## src/rtl/arbiter_pkg.sv

```systemverilog
// Shared types and helpers for the weighted round-robin arbiter.
package arbiter_pkg;

  // Widest port count the rotating-priority helper can scan.
  localparam int ARB_MAX_N     = 32;
  localparam int ARB_N_DEFAULT = 4;

  // Index width that never collapses to zero bits.
  function automatic int clog2_min1(input int n);
    return (n <= 2) ? 1 : $clog2(n);
  endfunction

  typedef logic [clog2_min1(ARB_N_DEFAULT)-1:0] grant_idx_t;

  // First set bit of valid_mask at or after start, wrapping modulo n; -1 if none.
  function automatic int rr_first(input logic [ARB_MAX_N-1:0] valid_mask,
                                  input int n, input int start);
    int res;
    int pos;
    res = -1;
    pos = 0;
    for (int k = 0; k < ARB_MAX_N; k++) begin
      if (k < n && res < 0 && n > 0) begin
        pos = (start + k) % n;
        if (valid_mask[pos]) res = pos;
      end
    end
    return res;
  endfunction

endpackage

```

## src/rtl/arbiter_wrr_n_rr_prio_pick.sv

```systemverilog
// Combinational rotating-priority picker: first set mask bit at or after start.
module rr_prio_pick
  import arbiter_pkg::*;
#(
  parameter int N  = 4,
  localparam int IW = clog2_min1(N)
) (
  input  logic [N-1:0]  mask,
  input  logic [IW-1:0] start,
  output logic [IW-1:0] idx,
  output logic          found
);

  logic [ARB_MAX_N-1:0] w_mask;
  int                   w_pos;

  // Widen the mask for the shared helper and convert its result to an index.
  always_comb begin
    w_mask         = '0;
    w_mask[N-1:0]  = mask;
    w_pos          = rr_first(w_mask, N, int'(start));
    found          = (w_pos >= 0);
    idx            = found ? w_pos[IW-1:0] : '0;
  end

endmodule

```

## src/rtl/arbiter_wrr_n.sv

```systemverilog
// N-input weighted round-robin arbiter with a registered output slice.
// Optional build macro ARB_WRR_STATS_EN adds per-port grant counters and
// the stat_sel / stat_count read port.
module arbiter_wrr_n
  import arbiter_pkg::*;
#(
  parameter int N      = 4,
  parameter int DWIDTH = 16,
  parameter int WW     = 4,
  localparam int IW    = clog2_min1(N)
) (
  input  logic              clk,
  input  logic              reset,
  input  logic [N-1:0]      in_valid,
  input  logic [DWIDTH-1:0] in_data [N-1:0],
  output logic [N-1:0]      in_ready,
  input  logic [WW-1:0]     cfg_weight [N-1:0],
  output logic              out_valid,
  output logic [DWIDTH-1:0] out_data,
  output logic [IW-1:0]     out_src,
  input  logic              out_ready
`ifdef ARB_WRR_STATS_EN
  ,
  input  logic [IW-1:0]     stat_sel,
  output logic [31:0]       stat_count
`endif
);

  logic [IW-1:0] r_cur;
  logic [WW:0]   r_cnt;

  logic          w_load_en;
  logic          w_keep;
  logic          w_xfer;
  logic [WW:0]   w_eff_cur;
  logic [IW-1:0] w_start;
  logic [IW-1:0] w_scan_idx;
  logic          w_scan_found;
  logic [IW-1:0] w_sel;

  // Scan starts one past the current owner so the owner is considered last.
  rr_prio_pick #(.N(N)) u_pick (
    .mask  (in_valid),
    .start (w_start),
    .idx   (w_scan_idx),
    .found (w_scan_found)
  );

  // Grant selection: stay on the owner while it has budget, else rotate.
  always_comb begin
    w_load_en = !reset && (!out_valid || out_ready);
    w_eff_cur = (cfg_weight[r_cur] == '0) ? (WW+1)'(1) : {1'b0, cfg_weight[r_cur]};
    w_keep    = in_valid[r_cur] && (r_cnt < w_eff_cur);
    w_start   = (r_cur == IW'(N-1)) ? '0 : r_cur + 1'b1;
    w_sel     = w_keep ? r_cur : w_scan_idx;
    w_xfer    = w_load_en && (w_keep || w_scan_found);
    in_ready  = '0;
    if (w_xfer) in_ready[w_sel] = 1'b1;
  end

  // Owner/budget state and the output slice; everything holds while stalled.
  always_ff @(posedge clk) begin
    if (reset) begin
      out_valid <= 1'b0;
      out_data  <= '0;
      out_src   <= '0;
      r_cur     <= '0;
      r_cnt     <= '0;
    end else if (w_load_en) begin
      if (w_xfer) begin
        out_valid <= 1'b1;
        out_data  <= in_data[w_sel];
        out_src   <= w_sel;
        // A re-grant reached by rotation (even onto the same port) starts a new burst.
        if (w_keep) begin
          r_cnt <= r_cnt + 1'b1;
        end else begin
          r_cur <= w_sel;
          r_cnt <= (WW+1)'(1);
        end
      end else begin
        out_valid <= 1'b0;
      end
    end
  end

`ifdef ARB_WRR_STATS_EN
  logic [31:0] r_stat [N];

  // Per-port grant counters, free-running with natural 32-bit wrap.
  always_ff @(posedge clk) begin
    if (reset) begin
      for (int i = 0; i < N; i++) r_stat[i] <= '0;
    end else if (w_xfer) begin
      r_stat[w_sel] <= r_stat[w_sel] + 32'd1;
    end
  end

  assign stat_count = (int'(stat_sel) < N) ? r_stat[stat_sel] : '0;
`endif

endmodule

```

## config.mk

```make
export PLATFORM = sky130hd
export DESIGN_NAME = arbiter_wrr_n
export DESIGN_NICKNAME = d
export VERILOG_FILES = /design/src/rtl/arbiter_pkg.sv /design/src/rtl/arbiter_wrr_n_rr_prio_pick.sv /design/src/rtl/arbiter_wrr_n.sv
export SDC_FILE = /design/constraint.sdc
export NUM_CORES = 1
export LEC_CHECK = 0
export CAP_MARGIN = 5
export CORE_UTILIZATION = 42
export DETAILED_ROUTE_END_ITERATION = 8
export GPL_TIMING_DRIVEN = 0
export PLACE_DENSITY_LB_ADDON = 0.08
export SLEW_MARGIN = 10
export SYNTH_ARGS = -nofsm -noshare
export SYNTH_HDL_FRONTEND = slang
export SYNTH_SLANG_ARGS = --single-unit
export TNS_END_PERCENT = 30
```

## constraint.sdc

```tcl
create_clock -name clk -period 7.3 [get_ports clk]
set_clock_uncertainty 0.05 [all_clocks]
set_input_delay 1.095 -clock clk [delete_from_list [all_inputs] [get_ports clk]]
set_output_delay 1.095 -clock clk [all_outputs]
set_load 0.01 [all_outputs]
```

==> results.toml <==
[critical_path]
slowest_stage = "clkdlybuf4s50_1"
cp_data_required_time_ns = 6.15
max_stage_delay_ns = 0.55
critical_path_peak_fanout = 10
cp-start-kind = "input pin"
path_class = "input pin to primary output"
crit_arrival_ns = 4.44
path_cells = "clkdlybuf4s50_1 -> mux4_2 -> inv_1 -> ha_1 -> a21oi_1 -> nor2b_1 -> nor4b_2 -> nand2_2 -> mux2i_1 -> buf_6 -> buf_8 -> inv_1 -> nor2_1 -> clkdlybuf4s50_1"
cp-end-kind = "primary output"

[clock_tree]
insertion_delay_ns = 0.27
cts_inserted_buffers = 3
clock_sinks = 26
postCtsHoldBufs = 0
cts-root-buf = "clkbuf_8"
cts_max_level = 1
cts_setup_buffers = 0
cts_tree = "yes"
cts_buffer_depth = 2
clkTransAtPathRegs_ns = 0.09
cts_resized = 0

[finish]
n_fill_cell = 393
fin_util_pct = 71.29
layout.cells.non_filler = 370
register_area_sq_um = 520.5
drive_above_1_share_pct = 11.01
final_cell_area_sq_um = 3147
area_growth_pct = 61.74
fin_nets = 411
multi_input_area_sq_um = 1256
num_antenna_cells = 0

[global_route]
antenna_found_initial = 0
grt_max_degree = 15
grt_pass1_vias = 1954
grt_overflow = 0
grtUsageTotal_pct = 22.35
grt_pass1_wl_microns = 8942

[routing]
antenna_left = 0
drc = 0
avgViaCountPerCell = 5.332
wl_per_cell_microns = 14.46
drt_first_pass_iters = 4
wirelength_microns = 5349
first_iter_violations = 64
vias = 1973

[yosys]
synth_simple_gate_area_share_pct = 15.82
synth-xor-area-share_pct = 0.4502
synth.avg_cell_area_sq_um = 9.445
ys_async_sr_fraction_pct = 0
muxShareOfSynthArea_pct = 23.86
synth_top_family_by_area = "multiplexers"
synth_cells = 206
mappedNetlistNets = 298
ys_seq_area_share_pct = 26.75
synthesis.area_sq_um = 1946
synthFlopType = "dfxtp_1"
synth-compound-area-share_pct = 21.22
ys_ff_latch = 26
yosysUniqueCellTypes = 46
synth_edf_count = 0
yosysWarnings = 0
synthAdderAreaFrac_pct = 3.215

[floorplan]
start_util_pct = 44.08
core_area_sq_um = 4414
floorplan.io_pins = 110
die_y_microns = 70.06
die-area_sq_um = 4908
row_count = 24
die_width_microns = 70.06

[timing]
fmax_mhz = 179.1
rsz0062_at_grt = "no"
slew_violations = 0
setup_viol = 0
max_slew_margin_pct = 51.87
worstMarginPinSlew_ns = 0.7205
fin_hold_ws_ns = 0.4163
tns_ns = 0
fin_crit_ns = 5.585
hold_viol = 0
fin_crit_sh_pct = 76.51

[pwr]
ir_worst_vdd_mv = 0.2169
power_density_nw_per_um2 = 310.1
power_leakage_nw = 1.317

[run]
maxCapViolations = 0

[min_path]
hp-class = "flip-flop to flip-flop"

[placed_design]
placedCellCount = 366
port-buffer-count = 108
dp.final_hpwl_microns = 4338
place.gp.congestion = 0.8578
place_area_sq_um = 3092

[run_status]
status = "completed"
worst max-delay path: cells and delay by family:
| kind | cells | cell delay (ns) |
|---|---|---|
| buf+inv | 6 | 1.45 |
| compound gates | 1 | 0.15 |
| mux | 2 | 0.72 |
| simple gates | 4 | 0.79 |
| fa+ha+maj | 1 | 0.23 |
where the power goes:
| part | switching [mW] | internal [mW] | total (mW) |
|---|---|---|---|
| Combinational | 0.296 | 0.360 | 0.656 |
| Clock | 0.0448 | 0.0482 | 0.0930 |
| Sequential | 0.0316 | 0.196 | 0.227 |
cell usage in the layout (no fill, tap or decap), drive strengths merged, types with 2 or more instances in the layout:
master	count
nand3	3
and3	2
clkdlybuf4s50	108
buf	9
mux2i	34
a21oi	7
nand2b	2
nand2	30
ha	5
inv	10
o31ai	2
nor3	2
nor2b	2
o21ai	3
mux4	5
dfxtp	26
o221ai	16
a211oi	5
clkbuf	9
a31oi	2
o22ai	2
nor2	16
stage by stage:
| step | setup WS, ns | total power, mW |
|---|---|---|
| detailed placement | 1.704 | 0.8899 |
| global route | 1.474 | 1.041 |
| global placement | 1.771 | 0.8815 |
| finish | 1.715 | 0.9759 |
| CTS | 1.692 | 0.9858 |
| floorplan | 2.876 | 0.6625 |
layout make-up:
type | instances | share of cell area (%)
Multi-Input combinational cell | 156 | 39.92
Timing Repair Buffer | 108 | 34.35
Sequential cell | 26 | 16.54
Buffer | 14 | 4.175
Tap cell | 52 | 2.068
Clock buffer | 4 | 1.750
Inverter | 10 | 1.193
sequential cells by signal (all words and copies together), names as in the netlist:
| register | count |
|---|---|
| r_cur | 2 |
| r_cnt | 5 |
| out_valid | 1 |
| out_src | 2 |
| out_data | 16 |
cells in the mapped netlist (2+ instances only):
master / count / area (sq um)
dfxtp_1: 26 / 520.5
and3_1: 2 / 12.51
nand3_1: 3 / 15.01
a31oi_1: 2 / 12.51
nand2b_1: 2 / 12.51
nand2_1: 28 / 105.1
buf_6: 4 / 45.04
o221ai_2: 8 / 120.1
nor3_1: 2 / 10.01
mux4_2: 5 / 112.6
o221ai_1: 8 / 70.07
ha_1: 5 / 62.56
buf_12: 2 / 40.04
a21oi_1: 7 / 35.03
o22ai_1: 2 / 12.51
mux2i_1: 34 / 340.3
o21ai_0: 3 / 15.01
inv_1: 10 / 37.54
nor2_1: 16 / 60.06
nand2_2: 2 / 12.51
clkbuf_1: 5 / 18.77
nor2b_1: 2 / 12.51
a211oi_1: 5 / 37.54
layer usage:
metal | share of wire [%] | global-route usage, % | wire length [microns]
met1 | 42 | 26.96 | 2267
met2 | 50 | 39.10 | 2670
met3 | 7.1 | 6.638 | 380
met4 | 0.58 | 4.667 | 31
met5 | 0 | 0 | 0
cell families (layout without fill, tap and decap cells):
kind of cell,after synthesis,count (layout)
compound gates,46,46
xor+xnor,1,1
fa+ha+maj,5,5
buf+inv,24,136
flops,26,26
mux,40,40
simple gates,64,64
worst paths after layout:
path / startpoint / end / slack [ns] / cells past startpoint
max: cfg_weight[10] / in_ready[0] / 1.71 / 14
max reg2reg: r_cur[0]$_SDFFE_PP0P_ / out_data[0]$_SDFFE_PP0P_ / 3.96 / 12
min reg2reg: out_data[13]$_SDFFE_PP0P_ / out_data[13]$_SDFFE_PP0P_ / 0.42 / 2
min: out_data[13]$_SDFFE_PP0P_ / out_data[13]$_SDFFE_PP0P_ / 0.42 / 2
(Power assumes the default switching activity.)
